File: src/rtl/rect_fill_if.sv
// Command and framebuffer-write bundle for the rectangle filler.
interface rect_fill_if #(
    parameter int unsigned ADDR_W = 17,
    parameter int unsigned DATA_W = 16
);
    logic                     cmd_valid;
    logic                     cmd_ready;
    logic signed [11:0]       cmd_x;
    logic signed [11:0]       cmd_y;
    logic        [9:0]        cmd_w;
    logic        [9:0]        cmd_h;
    logic        [DATA_W-1:0] cmd_color;
    logic                     fb_hold;
    logic                     fb_we;
    logic        [ADDR_W-1:0] fb_addr;
    logic        [DATA_W-1:0] fb_wdata;
    logic                     busy;
    logic                     done;
    logic        [ADDR_W-1:0] pix_count;

    // Command source / framebuffer sink side
    modport master (
        output cmd_valid, cmd_x, cmd_y, cmd_w, cmd_h, cmd_color, fb_hold,
        input  cmd_ready, fb_we, fb_addr, fb_wdata, busy, done, pix_count
    );

    // Filler side
    modport slave (
        input  cmd_valid, cmd_x, cmd_y, cmd_w, cmd_h, cmd_color, fb_hold,
        output cmd_ready, fb_we, fb_addr, fb_wdata, busy, done, pix_count
    );
endinterface

File: src/rtl/rect_fill.sv
// Clipped solid-rectangle fill into a linear W x H framebuffer, one pixel per cycle.
module rect_fill #(
    parameter int unsigned W      = 320,
    parameter int unsigned H      = 240,
    parameter int unsigned ADDR_W = 17,
    parameter int unsigned DATA_W = 16
) (
    input logic        clk_sys,
    input logic        rst_n,
    rect_fill_if.slave bus
);
    localparam int unsigned CW = 13;
    localparam logic signed [CW-1:0] W_S      = CW'(W);
    localparam logic signed [CW-1:0] H_S      = CW'(H);
    localparam logic [ADDR_W-1:0]    ROW_STEP = ADDR_W'(W);

    typedef enum logic [1:0] {IDLE, CLIP, FILL, DONE} state_t;

    state_t state_q, state_d;

    logic signed [11:0]       x_q, x_d, y_q, y_d;
    logic        [9:0]        w_q, w_d, h_q, h_d;
    logic        [DATA_W-1:0] color_q, color_d;
    logic signed [CW-1:0]     xs_q, xs_d, xe_q, xe_d, ye_q, ye_d;
    logic signed [CW-1:0]     cx_q, cx_d, cy_q, cy_d;
    logic        [ADDR_W-1:0] row_q, row_d, pos_q, pos_d, cnt_q, cnt_d;
    logic                     fin_q, fin_d;
    logic                     ready_q, ready_d, we_q, we_d, busy_q, busy_d, done_q, done_d;
    logic        [ADDR_W-1:0] addr_q, addr_d, pix_q, pix_d;
    logic        [DATA_W-1:0] wdata_q, wdata_d;

    logic signed [CW-1:0]     x_ext, y_ext, w_ext, h_ext, sum_x, sum_y;
    logic signed [CW-1:0]     xs_c, xe_c, ys_c, ye_c;
    logic                     empty_c;
    logic        [ADDR_W-1:0] start_c;

    logic signed [CW-1:0]     cur_x, cur_y, cur_xs, cur_xe, cur_ye;
    logic        [ADDR_W-1:0] cur_row, cur_pos, cur_cnt;
    logic                     pending;

    // Clip the latched command against the screen in 13-bit signed arithmetic
    always_comb begin
        x_ext   = {x_q[11], x_q};
        y_ext   = {y_q[11], y_q};
        w_ext   = {3'b000, w_q};
        h_ext   = {3'b000, h_q};
        sum_x   = x_ext + w_ext;
        sum_y   = y_ext + h_ext;
        xs_c    = x_ext[CW-1] ? '0 : x_ext;
        ys_c    = y_ext[CW-1] ? '0 : y_ext;
        xe_c    = (sum_x > W_S) ? W_S : sum_x;
        ye_c    = (sum_y > H_S) ? H_S : sum_y;
        empty_c = (xs_c >= xe_c) || (ys_c >= ye_c);
        start_c = ADDR_W'($unsigned(ys_c)) * ROW_STEP + ADDR_W'($unsigned(xs_c));
    end

    // Current pending pixel: fresh from the clipper in CLIP, from registers in FILL
    always_comb begin
        cur_x   = (state_q == CLIP) ? xs_c    : cx_q;
        cur_y   = (state_q == CLIP) ? ys_c    : cy_q;
        cur_xs  = (state_q == CLIP) ? xs_c    : xs_q;
        cur_xe  = (state_q == CLIP) ? xe_c    : xe_q;
        cur_ye  = (state_q == CLIP) ? ye_c    : ye_q;
        cur_row = (state_q == CLIP) ? start_c : row_q;
        cur_pos = (state_q == CLIP) ? start_c : pos_q;
        cur_cnt = (state_q == CLIP) ? '0      : cnt_q;
        pending = ((state_q == CLIP) && !empty_c) || ((state_q == FILL) && !fin_q);
    end

    // Next-state and next-output logic
    always_comb begin
        state_d = state_q;
        x_d     = x_q;
        y_d     = y_q;
        w_d     = w_q;
        h_d     = h_q;
        color_d = color_q;
        xs_d    = xs_q;
        xe_d    = xe_q;
        ye_d    = ye_q;
        cx_d    = cx_q;
        cy_d    = cy_q;
        row_d   = row_q;
        pos_d   = pos_q;
        cnt_d   = cnt_q;
        fin_d   = fin_q;
        ready_d = ready_q;
        busy_d  = busy_q;
        we_d    = 1'b0;
        done_d  = 1'b0;
        addr_d  = addr_q;
        wdata_d = wdata_q;
        pix_d   = pix_q;

        case (state_q)
            IDLE: begin
                ready_d = 1'b1;
                busy_d  = 1'b0;
                if (bus.cmd_valid && ready_q) begin
                    x_d     = bus.cmd_x;
                    y_d     = bus.cmd_y;
                    w_d     = bus.cmd_w;
                    h_d     = bus.cmd_h;
                    color_d = bus.cmd_color;
                    ready_d = 1'b0;
                    busy_d  = 1'b1;
                    state_d = CLIP;
                end
            end
            CLIP: begin
                xs_d  = xs_c;
                xe_d  = xe_c;
                ye_d  = ye_c;
                cnt_d = '0;
                fin_d = 1'b0;
                if (empty_c) begin
                    done_d  = 1'b1;
                    pix_d   = '0;
                    state_d = DONE;
                end else begin
                    state_d = FILL;
                end
            end
            FILL: begin
                if (fin_q) begin
                    done_d  = 1'b1;
                    pix_d   = cnt_q;
                    state_d = DONE;
                end
            end
            DONE: begin
                ready_d = 1'b1;
                busy_d  = 1'b0;
                state_d = IDLE;
            end
            default: state_d = IDLE;
        endcase

        // Raster walk shared by CLIP exit and FILL; a hold freezes the pending pixel
        if (pending) begin
            cx_d  = cur_x;
            cy_d  = cur_y;
            row_d = cur_row;
            pos_d = cur_pos;
            cnt_d = cur_cnt;
            if (!bus.fb_hold) begin
                we_d    = 1'b1;
                addr_d  = cur_pos;
                wdata_d = color_q;
                cnt_d   = cur_cnt + ADDR_W'(1);
                if (cur_x + 13'sd1 == cur_xe) begin
                    if (cur_y + 13'sd1 == cur_ye) begin
                        fin_d = 1'b1;
                    end else begin
                        cx_d  = cur_xs;
                        cy_d  = cur_y + 13'sd1;
                        row_d = cur_row + ROW_STEP;
                        pos_d = cur_row + ROW_STEP;
                    end
                end else begin
                    cx_d  = cur_x + 13'sd1;
                    pos_d = cur_pos + ADDR_W'(1);
                end
            end
        end
    end

    // State and output registers, asynchronously cleared
    always_ff @(posedge clk_sys or negedge rst_n) begin
        if (!rst_n) begin
            state_q <= IDLE;
            x_q     <= '0;
            y_q     <= '0;
            w_q     <= '0;
            h_q     <= '0;
            color_q <= '0;
            xs_q    <= '0;
            xe_q    <= '0;
            ye_q    <= '0;
            cx_q    <= '0;
            cy_q    <= '0;
            row_q   <= '0;
            pos_q   <= '0;
            cnt_q   <= '0;
            fin_q   <= 1'b0;
            ready_q <= 1'b0;
            busy_q  <= 1'b0;
            we_q    <= 1'b0;
            done_q  <= 1'b0;
            addr_q  <= '0;
            wdata_q <= '0;
            pix_q   <= '0;
        end else begin
            state_q <= state_d;
            x_q     <= x_d;
            y_q     <= y_d;
            w_q     <= w_d;
            h_q     <= h_d;
            color_q <= color_d;
            xs_q    <= xs_d;
            xe_q    <= xe_d;
            ye_q    <= ye_d;
            cx_q    <= cx_d;
            cy_q    <= cy_d;
            row_q   <= row_d;
            pos_q   <= pos_d;
            cnt_q   <= cnt_d;
            fin_q   <= fin_d;
            ready_q <= ready_d;
            busy_q  <= busy_d;
            we_q    <= we_d;
            done_q  <= done_d;
            addr_q  <= addr_d;
            wdata_q <= wdata_d;
            pix_q   <= pix_d;
        end
    end

    assign bus.cmd_ready = ready_q;
    assign bus.busy      = busy_q;
    assign bus.fb_we     = we_q;
    assign bus.fb_addr   = addr_q;
    assign bus.fb_wdata  = wdata_q;
    assign bus.done      = done_q;
    assign bus.pix_count = pix_q;

endmodule

File: src/flat_wrapper.sv
// flat-port wrapper written by rule: the top's interface ports become plain ports
module rect_fill_flat 
#(
    parameter int unsigned W      = 320,
    parameter int unsigned H      = 240,
    parameter int unsigned ADDR_W = 17,
    parameter int unsigned DATA_W = 16
)
  (clk_sys, rst_n, bus_cmd_valid, bus_cmd_x, bus_cmd_y, bus_cmd_w, bus_cmd_h, bus_cmd_color, bus_fb_hold, bus_cmd_ready, bus_fb_we, bus_fb_addr, bus_fb_wdata, bus_busy, bus_done, bus_pix_count);
  rect_fill_if #(.ADDR_W(ADDR_W), .DATA_W(DATA_W)) bus_i ();
  input logic clk_sys;
  input logic rst_n;
  input wire logic [$bits(bus_i.cmd_valid)-1:0] bus_cmd_valid;
  input wire logic [$bits(bus_i.cmd_x)-1:0] bus_cmd_x;
  input wire logic [$bits(bus_i.cmd_y)-1:0] bus_cmd_y;
  input wire logic [$bits(bus_i.cmd_w)-1:0] bus_cmd_w;
  input wire logic [$bits(bus_i.cmd_h)-1:0] bus_cmd_h;
  input wire logic [$bits(bus_i.cmd_color)-1:0] bus_cmd_color;
  input wire logic [$bits(bus_i.fb_hold)-1:0] bus_fb_hold;
  output wire logic [$bits(bus_i.cmd_ready)-1:0] bus_cmd_ready;
  output wire logic [$bits(bus_i.fb_we)-1:0] bus_fb_we;
  output wire logic [$bits(bus_i.fb_addr)-1:0] bus_fb_addr;
  output wire logic [$bits(bus_i.fb_wdata)-1:0] bus_fb_wdata;
  output wire logic [$bits(bus_i.busy)-1:0] bus_busy;
  output wire logic [$bits(bus_i.done)-1:0] bus_done;
  output wire logic [$bits(bus_i.pix_count)-1:0] bus_pix_count;
  assign bus_i.cmd_valid = bus_cmd_valid;
  assign bus_i.cmd_x = bus_cmd_x;
  assign bus_i.cmd_y = bus_cmd_y;
  assign bus_i.cmd_w = bus_cmd_w;
  assign bus_i.cmd_h = bus_cmd_h;
  assign bus_i.cmd_color = bus_cmd_color;
  assign bus_i.fb_hold = bus_fb_hold;
  assign bus_cmd_ready = bus_i.cmd_ready;
  assign bus_fb_we = bus_i.fb_we;
  assign bus_fb_addr = bus_i.fb_addr;
  assign bus_fb_wdata = bus_i.fb_wdata;
  assign bus_busy = bus_i.busy;
  assign bus_done = bus_i.done;
  assign bus_pix_count = bus_i.pix_count;
  rect_fill #(.W(W), .H(H), .ADDR_W(ADDR_W), .DATA_W(DATA_W)) u_core (.clk_sys(clk_sys), .rst_n(rst_n), .bus(bus_i));
endmodule
File: config.mk
export PLATFORM = sky130hd
export DESIGN_NAME = rect_fill_flat
export DESIGN_NICKNAME = d
export VERILOG_FILES = /design/src/rtl/rect_fill_if.sv /design/src/rtl/rect_fill.sv /design/src/flat_wrapper.sv
export SDC_FILE = /design/constraint.sdc
export NUM_CORES = 1
export LEC_CHECK = 0
export ABC_AREA = 1
export CAP_MARGIN = 20
export CORE_MARGIN = 2
export CORE_UTILIZATION = 37
export DETAILED_ROUTE_END_ITERATION = 8
export SKIP_LAST_GASP = 1
export SLEW_MARGIN = 15
export SYNTH_ARGS = -nofsm -noshare
export SYNTH_HDL_FRONTEND = slang
export SYNTH_SLANG_ARGS = --single-unit
File: constraint.sdc
create_clock -name clk_sys -period 8.69 [get_ports clk_sys]
set_input_delay 1.738 -clock clk_sys [delete_from_list [all_inputs] [get_ports clk_sys]]
set_output_delay 1.738 -clock clk_sys [all_outputs]
set_load 0.01 [all_outputs]
==> impl_metrics.ini <==
[status]
status = complete, no violations

[timing]
hold_slack_ns = 0.476
worst_pin_slew_ns = 1.05
skew_ns = 0.0204
maxSlewHeadroom = 0.300
min_period_over_period = 0.675
finalHoldViolCount = 0
setup_viol = 0
timing.fmax_ghz = 0.171
tns_ns = 0
rsz0062_at_grt = no
drv_slew = 0
min_period_ns = 5.86
fin_ws_ns = 2.83

[power]
p_total_mw = 8.01
vdd_drop_max_uv = 206
power.leakage_nw = 9.32
p_per_area_nw_per_um2 = 439

[floorplan]
io-pin-count = 118
die_h_um = 210
start_util = 0.375
coreArea_um2 = 41900
row_count = 75
die_w_um = 210
die_area_um2 = 44100

[layout]
layoutNonFillerInstCount = 2882
synthToLayoutAreaGrowth_pct = 16.1
seqCellArea_um2 = 5830
fillCellCount = 4313
drive_gt1_frac = 0.0700
multi_input_area_um2 = 8370
final_nets = 2462
diodes = 0

[synth]
synth_nets = 2382
ys_seq_elements = 233
yosysWarnings = 0
synth_cell_type_count = 51
syn-instance-count = 2243
avgSynthCellArea_um2 = 6.99
syn-cell-area_um2 = 15700
ys_seq_area_frac = 0.372

[global_route]
antenna_found_initial = 0
first_global_vias = 14200
grt.overflow.total = 0
grt_use_total = 0.200
grt_first_pass_wirelength_um = 71900
grt_max_degree = 138

[routing]
drt_iter0_drc = 861
vias_per_cell = 4.97
drc_errors = 0
drt-total-wl_um = 43700
num_vias = 14300
ant_nets = 0
drtPass1Iterations = 8
wire_per_inst_um = 15.2

[clocking]
htreeDepth = 1
clk_path_buf_depth = 3
numCtsBuffers = 29
cts_sinks = 233
post-cts-setup-buffers = 0
clkTransAtPathRegs_ns = 0.06
cts_tree = yes
clkLatencyLatePin_ns = 0.59
cts_root_buf = clkbuf_16
ctsResizeCount = 0
hold_buffers = 0

[worst_setup_path]
r2r_setup_slack_ns = 2.83
critPathKind = flip-flop to flip-flop
cp-start-kind = flip-flop
arrival_ns = 6.34
cp.required_ns = 9.16
rr_worst_depth = 30
r2r_end = u_core.pos_q[11]
slowest_stage = inv_2
cp_max_fo = 73
end_kind = flip-flop
rr_startpoint = u_core.x_q[0]
path_common_cell = nand2_1
cpPeakStageDelay_ns = 0.77

[placement]
port_buffers = 117
post-place-ws_ns = 2.84
routabilityCongestion = 0.902
dp_cells = 2831
dp_hpwl_um = 31600

[worst_hold_path]
min-delay-start = u_core.cx_q[2]
hold_path.class = flip-flop to flip-flop
whs_endpoint = u_core.cx_q[2]
whs_path_depth = 2

[job]
cap_violations = 0
[synth_stat cells, drive strengths merged]
library cell / number / share of area
nand2: 723 / 0.17
inv: 298 / 0.071
dfrtp: 233 / 0.37
nand3: 195 / 0.066
nor2: 191 / 0.050
o21ai: 169 / 0.056
a21oi: 101 / 0.033
ha: 71 / 0.057
xor2: 53 / 0.030
buf: 41 / 0.016
clkbuf: 36 / 0.0086
nand4: 34 / 0.014
nor3: 25 / 0.010
mux2: 22 / 0.016
or2: 11 / 0.0044
nand3b: 8 / 0.0038
xnor2: 7 / 0.0039
and2: 5 / 0.0020
fa: 4 / 0.0051
a21boi: 2 / 0.00096
o21bai: 2 / 0.00096
a21o: 1 / 0.00048
a22oi: 1 / 0.00048
a311oi: 1 / 0.00056
a31oi: 1 / 0.00040
and3: 1 / 0.00040
nor4: 1 / 0.00040
o2111ai: 1 / 0.00056
o211ai: 1 / 0.00048
o21a: 1 / 0.00048
o21ba: 1 / 0.00064
o22ai: 1 / 0.00040
o311ai: 1 / 0.00056
[flip-flops by register name, summed over array words and instances (netlist names), 2 cells and up]
register              count
u_core.pos_q             17
u_core.color_q           16
u_core.cnt_q             17
u_core.xs_q              13
u_core.x_q               12
u_core.cy_q              13
u_core.ye_q              13
u_core.y_q               12
u_core.cx_q              13
u_core.bus.pix_count     17
u_core.xe_q              13
u_core.row_q             17
u_core.w_q               10
u_core.bus.fb_addr       17
u_core.h_q               10
u_core.bus.fb_wdata      16
u_core.state_q            2
[metrics by stage]
| stage | utilization | area (um2) |
|---|---|---|
| 3_3_place_gp | 0.412 | 17200 |
| 4_1_cts | 0.435 | 18200 |
| 3_5_place_dp | 0.412 | 17200 |
| 5_1_grt | 0.435 | 18200 |
| 2_1_floorplan | - | 15700 |
| 6_report | 0.435 | 18200 |
[cells in the final DEF, fill, tap and decap left out, types with 2 or more instances in the layout]
| cell type | netlist | routed |
|---|---|---|
| nand2_1 | 717 | 716 |
| inv_1 | 275 | 274 |
| dfrtp_1 | 233 | 233 |
| nand3_1 | 186 | 185 |
| nor2_1 | 176 | 176 |
| clkdlybuf4s50_1 | 0 | 116 |
| o21ai_0 | 114 | 114 |
| a21oi_1 | 99 | 99 |
| ha_1 | 71 | 70 |
| xor2_1 | 53 | 53 |
| o21ai_1 | 46 | 46 |
| nand4_1 | 33 | 33 |
| clkbuf_16 | 0 | 29 |
| inv_2 | 22 | 23 |
| mux2_2 | 22 | 22 |
| nor3_1 | 18 | 18 |
| nor2_2 | 11 | 11 |
| or2_2 | 11 | 11 |
| o21ai_2 | 9 | 9 |
| nand3_2 | 8 | 9 |
| nand3b_1 | 8 | 8 |
| buf_4 | 9 | 8 |
| xnor2_1 | 7 | 7 |
| nor3_2 | 7 | 7 |
| clkbuf_1 | 36 | 7 |
| clkbuf_8 | 0 | 6 |
| nand2_2 | 5 | 5 |
| and2_1 | 5 | 5 |
| clkinv_2 | 0 | 5 |
| fa_1 | 4 | 4 |
| nor2_4 | 3 | 3 |
| bufinv_16 | 0 | 3 |
| a21oi_2 | 2 | 2 |
| nand2_4 | 1 | 2 |
| o21bai_1 | 2 | 2 |
[per-layer routing]
layer,vias up,track usage,wire [um]
met5,-,0,0
met1,6748,0.259,20100
met3,72,0.0190,1380
li1,7284,-,-
met2,215,0.354,21000
met4,0,0.0609,1200
[how the worst max path moves through the flow]
stage / to / startpoint / slack [ns]
4_1_cts: u_core.pos_q[11] / u_core.x_q[0] / 2.84
5_1_grt: u_core.pos_q[11] / u_core.x_q[0] / 2.13
6_report: u_core.pos_q[11] / u_core.x_q[0] / 2.83
3_3_place_gp: u_core.pos_q[11] / u_core.y_q[0] / 2.92
3_5_place_dp: u_core.pos_q[11] / u_core.x_q[0] / 2.84
2_1_floorplan: u_core.cnt_q[8] / u_core.x_q[0] / 4.59
[critical path, delay by kind of cell, from the launching register on]
| family | cells | cell delay (ns) |
|---|---|---|
| flops | 1 | 0.42 |
| compound gates | 2 | 0.40 |
| buf+inv | 3 | 1.53 |
| simple gates | 22 | 2.31 |
| fa+ha+maj | 3 | 1.03 |
[kinds of logic after synthesis]
logic type / synth area share
AOI/OAI and AO/OA: 0.0957
muxes: 0.0158
xor gates and xnor gates: 0.0335
DFF: 0.372
buffers and inverters: 0.0965
adders and majority gates: 0.0617
and+or+nand+nor: 0.325
[layout make-up]
type	count	area share
Clock inverter	9	0.00742
Sequential cell	233	0.320
Multi-Input combinational cell	1635	0.459
Clock buffer	42	0.0458
Timing Repair Buffer	126	0.0690
Inverter	298	0.0615
Tap cell	539	0.0370
[report_power, final]
part | switching, mW | internal (mW)
Sequential | 0.227 | 1.50
Combinational | 3.33 | 1.70
Clock | 0.496 | 0.751
Power figures use the tool's default switching activity.
